File: src/rtl/priority_coder.sv
// Registered 4-input priority encoder: a4 > a3 > a2 > a1, one-cycle latency.
// Optional `multi` flag (two or more requests active) when PRIORITY_CODER_MULTI_EN is defined.
module priority_coder (
    input  logic clk,
    input  logic rst,
    input  logic a1,
    input  logic a2,
    input  logic a3,
    input  logic a4,
    output logic x,
    output logic y,
    output logic valid
`ifdef PRIORITY_CODER_MULTI_EN
    ,
    output logic multi
`endif
);

    typedef struct packed {
        logic [1:0] code;
        logic       valid;
`ifdef PRIORITY_CODER_MULTI_EN
        logic       multi;
`endif
    } res_t;

    res_t nxt, cur;

    // Priority chain: lower requests are never evaluated while a higher one is
    // set, so an unknown lower input cannot leak into the code.
    always_comb begin
        nxt = '0;
        if (a4)      nxt.code = 2'd3;
        else if (a3) nxt.code = 2'd2;
        else if (a2) nxt.code = 2'd1;
        else         nxt.code = 2'd0;
        nxt.valid = a4 | a3 | a2 | a1;
`ifdef PRIORITY_CODER_MULTI_EN
        nxt.multi = (a4 & (a3 | a2 | a1)) | (a3 & (a2 | a1)) | (a2 & a1);
`endif
    end

    always_ff @(posedge clk or posedge rst) begin
        if (rst) cur <= '0;
        else     cur <= nxt;
    end

    assign x     = cur.code[1];
    assign y     = cur.code[0];
    assign valid = cur.valid;
`ifdef PRIORITY_CODER_MULTI_EN
    assign multi = cur.multi;
`endif

endmodule

File: config.mk
export PLATFORM = sky130hd
export DESIGN_NAME = priority_coder
export DESIGN_NICKNAME = d
export VERILOG_FILES = /design/src/rtl/priority_coder.sv
export SDC_FILE = /design/constraint.sdc
export NUM_CORES = 1
export LEC_CHECK = 0
export CAP_MARGIN = 20
export CORE_AREA = 2 2 39 41
export DETAILED_ROUTE_END_ITERATION = 10
export DIE_AREA = 0 0 41 43
export GPL_ROUTABILITY_DRIVEN = 0
export GPL_TIMING_DRIVEN = 0
export PLACE_DENSITY = 0.38
export SLEW_MARGIN = 20
export SYNTH_ARGS = -nofsm -noshare
export SYNTH_HDL_FRONTEND = slang
export SYNTH_SLANG_ARGS = --single-unit
File: constraint.sdc
create_clock -name clk -period 0.9 [get_ports clk]
set_input_delay 0.135 -clock clk [delete_from_list [all_inputs] [get_ports clk]]
set_output_delay 0.135 -clock clk [all_outputs]
set_load 0.01 [all_outputs]
After elaboration in Yosys (flattened, before gate mapping)

Index checks and enable logic that the tools add are counted.

Register bits: 3
Input port bits: 6

Muxes and demuxes: 3
Bitwise gates (word level): 3

Operator list:

| kind         | number |
|---|---|
| $mux W2      | 2 |
| $or A1 B1 Y1 | 3 |
| $mux W1      | 1 |

Logic depth before layout (Yosys ltp)

Gate-level depths: netlist (run 1).

Word-level depth: 3
Mapped depth: 2
Gate-level depth less buffers: 2

Worst setup path before layout (run 1)

OpenSTA, ideal clock, no wires.

Kind: input -> register
Start point: input a4
End point: register cur, in the netlist valid
Library setup time: 0.132 ns
Arrival time: 0.637 ns
Path slack: 0.131 ns
Stages: 2
Buffers on the path: 0
Cells stage by stage: or2_1 > or3_1

RTL lines:

| item                 | line | source |
|---|---|---|
| from (decl)          | 9    | `input logic a4,` |
| to (signal assigned) | 45   | `else cur <= nxt;` |
| to (decl)            | 27   | `res_t nxt, cur;` |

==> results of run 1 <==
[cell usage after synthesis (all sizes together)]
| master | count | area [um^2] |
|---|---|---|
| dfrtp | 3 | 75.1 |
| inv | 2 | 7.51 |
| a21o | 1 | 7.51 |
| or2 | 1 | 6.26 |
| or3 | 1 | 6.26 |
[worst max-delay path, cell delays in order]
cell and delay (ns):
dlygate4sd2_1 0.24, or2_1 0.24, or3_1 0.35
[through the flow]
stage	std cells	instance area (um^2)
3_3_place_gp	32	203
2_1_floorplan	8	103
6_report	37	219
3_5_place_dp	32	203
4_1_cts	37	219
5_1_grt	37	219
[cell type report]
class / count / area (um^2)
fill: 159 / 1160
sequential: 3 / 75.1
timing repair buffer: 9 / 70.1
clock buffer: 4 / 26.3
multi-input combinational: 3 / 20.0
tap: 16 / 20.0
inverter: 2 / 7.51
[repair_timing]
item,in CTS,in global routing
buffers inserted,1,0
gates resized for setup,14,0
hold endpoints to repair,0,0
endpoints found under the setup margin,4,0
[sequential cells by signal, summed over array words and instances, names as in the netlist]
register and flops:
valid 1, x 1, y 1
[kinds of logic after synthesis]
logic type / share of synthesized area
DFF: 0.732
buffers and inverters: 0.0732
AOI/OAI and AO/OA: 0.0732
and+or+nand+nor: 0.122
[worst max path at each step]
stage                         start              end  slack (ns)  depth (start not counted)
finish                           a3  valid$_DFF_PP0_        0.04                          3
global route            x$_DFF_PP0_                x        0.01                          1
CTS                 valid$_DFF_PP0_            valid        0.03                          1
detailed placement               a4  valid$_DFF_PP0_       -0.34                          3
global placement                 a4  valid$_DFF_PP0_       -0.30                          3
floorplan                        a4  valid$_DFF_PP0_        0.13                          2
[where the power goes]
part / leakage, nW / switching, mW / internal, mW
sequential: 0.0304 / 0.00138 / 0.142
clock: 0.0150 / 0.0685 / 0.166
combinational: 0.0551 / 0.0161 / 0.0265
total: 0.100 / 0.0860 / 0.334
[per-layer routing]
metal / vias to the layer above / GRT usage / part of all wire
met2: 9 / 0.0563 / 0.47
li1: 51 / - / -
met3: 0 / 0.0209 / 0.21
met1: 46 / 0.0259 / 0.31
met4: 0 / 0.0800 / 0
met5: - / 0 / 0
==> metrics.txt, run 1 <==
Routed Antenna Nets=0; number of synthesized register bits=3; # setup viols final=0; RSZ-0062 raised after global routing=false; fin util=0.158; syn_nets=14; Slew headroom=0.926; WS Path Type=input pin to flip-flop; initial antenna violation count=0; min-delay worst type=input pin to asynchronous set/reset pin; Final Max Slew Viols=0; CTS root buffer=clkbuf_4; final hold vios=0; diode count=0; GRT overflow=0; die area=0.00176 mm^2; total track usage=0.0423; count of cell types in the netlist=5; first-pass GRT wire length=420 um; Ys Warns=0; Post-CTS Hold Fix Bufs=0; Setup TNS=0 ns; Worst Setup End Kind=flip-flop; fin nets=28; register area share after synthesis=0.732; Peak Freq=1160 MHz; Post-Syn Area per Cell=12.8 um^2; Pleak=0.100 nW; CP startpoint kind=input pin; worst vdd rail ir drop=roughly 0.41 mV; total power=around 420 uW; commonest non-fill, non-tap cells in the layout=clkbuf_4 (3), clkdlybuf4s50_1 (3), buf_2 (3), dfrtp_1 (3); IO Pins=9; layout cell share with drive strength beyond 1=0.333; Tightest Pin Transition=around 0.11 ns; number of global-route vias before repair=136; final WL=283 um; # port buffers=8; initial DRC count=0; Die Span Y=43 um; Via Count=between 100 and 150; clock slew at reported path FFs=0.04 ns; WL/cell=7.65 um; CP required=1.00 ns; post-place setup slack=-0.344 ns; WP data arrival=0.96 ns; Pre-antenna DRT Iters=1; pin count of the biggest net entering global routing=4; CTS tree=done; Tcrit/Tclk final=0.956; Cells after Synth=8; clock sinks=3; DR vias/cell=2.86; CP Max Fanout=2; Longest Clk Path Bufs=2; H-tree levels=1; synth-to-layout area growth=113%; final worst setup slack=0.0394 ns; max cap viols=0; WHS=0.0798 ns; Initial Utilization=0.0741; status=complete, no violations; total CTS buffers=3; Power Density=1920 mW/mm^2; CORE AREA=between 0.001 and 0.0015 mm^2; DRC=0; Netlist Area Pre-Place=103 um^2; Die W=41 um; row count=14; Final min period=roughly 0.86 ns
Power figures use the tool's default switching activity.
==> run 2, diff against run 1 <==
ABC_AREA = 1   (was unset)
PLACE_DENSITY = 0.39   (was 0.38)
TNS_END_PERCENT = 100   (was unset)
==> run 2 against run 1 <==
Against the previous run: worst hold slack better by 0.0022 ns; critical path depth down 2; largest cell class unchanged; combinational power grew 5.2%; clock power is essentially flat; first-iteration DRC count is the same.
==> metrics.txt, run 2 <==
status=complete, no violations; CP max-delay cell=dfrtp_1; CORE AREA=0.00138 mm^2; Int Pwr=335 uW; WP data arrival=0.71 ns; RSZ-0062 raised after global routing=false; DR vias/cell=2.68; NetSw=85.0 uW; Via Count=107; Post-synth EDFFs=0; row count=14; synth-to-layout area growth=100%; area share of the leading cell type in the synthesized netlist=0.674; Slew headroom=0.929; Final min period=0.841 ns; Initial Utilization=0.0805; Commonest cells post-synth=inv_1 (4), dfrtp_1 (3), nand2_1 (3), nor2_1 (1), nor2_2 (1); pin count of the biggest net entering global routing=4; total power=420 uW; die area=0.00176 mm^2; Most used DFF post-synth=dfrtp_1; final WL=267 um; Switching Fraction=0.202; layout cell share with drive strength beyond 1=0.292; Die W=41 um; Netlist Area Pre-Place=111 um^2; Longest Clk Path Bufs=2; number of synthesized register bits=3; IO Pins=9; largest stage delay on the critical path=roughly 0.34 ns; Tcrit/Tclk final=0.935; worst vdd rail ir drop=0.329 mV; WL/cell=6.68 um; clock sinks=3; initial DRC count=0; initial antenna violation count=0; Post-Syn Area per Cell=9.28 um^2; Final Max Slew Viols=0; worst path bufs/invs=1; Post-CTS Hold Fix Bufs=0; # setup viols final=0; Pleak=0.102 nW; H-tree levels=1; CTS root buffer=clkbuf_4; total track usage=0.0453; count leader, synth=inv_1; Routed Antenna Nets=0; syn_nets=18; met1 wire length=approximately 110 um; GRT overflow=0; met2 WL=82 um; commonest non-fill, non-tap cells in the layout=clkdlybuf4s50_1 (5), inv_1 (4); CTS tree=done; first-pass GRT wire length=407 um; delay-heaviest family, CP=flip-flops; post_cts resized=12; Logic pwr share=0.107; diode count=0; DP Wirelength=197 um; clock share of power=0.553; min-delay worst type=input pin to asynchronous set/reset pin; max cap viols=0; clock slew at reported path FFs=about 0.04 ns; register area share after synthesis=0.674; Peak Freq=roughly 1200 MHz; Die Span Y=43 um; CP startpoint kind=flip-flop; Synth area leader=dfrtp_1; final hold vios=0; Cells after Synth=12; count of cell types in the netlist=5; fin cells=40; Cells after DPL=36; Worst Setup End Kind=primary output; Power Density=~1900 mW/mm^2; max layer used=met4; CP required=0.76 ns; fin util=0.161; register share of total power=0.340; number of global-route vias before repair=98; Tightest Pin Transition=0.106 ns; CP Max Fanout=1; WS Path Type=flip-flop to primary output; WHS=0.0819 ns; most common cell after layout, fill and taps aside=clkdlybuf4s50_1; top post-synthesis cells by area=dfrtp_1 (67%), inv_1 (13%), nand2_1 (10%); met3 wire len=64 um; WP depth=1; DRC=0; # port buffers=8; total CTS buffers=3; asr flop ratio synth=1.00; crit-path cells=buf_2; fillers=156; fin nets=31; post-CTS setup buffers=0; Setup TNS=0 ns; Ys Warns=0; Pre-antenna DRT Iters=1
-- run 2: power by group through the flow --
| stage | registers, mW | clock network [mW] | logic (mW) |
|---|---|---|---|
| floorplan | 0.149 | 0 | 0.00992 |
| global placement | 0.145 | 0 | 0.0511 |
| detailed placement | 0.145 | 0 | 0.0511 |
| CTS | 0.143 | 0.247 | 0.0454 |
| global route | 0.143 | 0.259 | 0.0501 |
| finish | 0.143 | 0.232 | 0.0448 |
-- run 2: path summary, 6_finish.rpt --
kind | startpoint | endpoint | slack [ns]
max | y$_DFF_PP0_ | y | 0.06
min | rst | x$_DFF_PP0_ | 0.08
max in group asynchronous | rst | y$_DFF_PP0_ | 0.69
min in group clk | a2 | y$_DFF_PP0_ | 0.48
-- run 2: cell families (layout without fill, tap and decap cells) --
| group | count (synthesis) | count (layout) | synth area share |
|---|---|---|---|
| flip-flops | 3 | 3 | 0.674 |
| buffers and inverters | 4 | 16 | 0.135 |
| AND/OR/NAND/NOR | 5 | 5 | 0.191 |
-- run 2: metal layers --
layer / global-route usage / vias up
met2: 0.0344 / 9
li1: - / 56
met1: 0.0388 / 40
met4: 0.0600 / 0
met5: 0 / -
met3: 0.0681 / 2
-- run 2: cell type report --
type                            instances  area, um^2  share of cell area
Clock buffer                            4        26.3               0.118
Tap cell                               16        20.0              0.0899
Inverter                                4        15.0              0.0674
Timing Repair Buffer                    8        65.1               0.292
Sequential cell                         3        75.1               0.337
Multi-Input combinational cell          5        21.3              0.0955
-- run 2: through the flow --
stage	area (um^2)	worst slack, ns
2_1_floorplan	111	0.389
3_3_place_gp	211	-0.0613
3_5_place_dp	211	-0.0636
4_1_cts	223	0.0476
5_1_grt	223	0.0302
6_report	223	0.0589
==> run 3, diff against run 2 <==
HOLD_SLACK_MARGIN = 0.05   (was unset)
==> results of run 3 <==
Same layout as run 2: the final DEF is identical, and so are final timing and power.
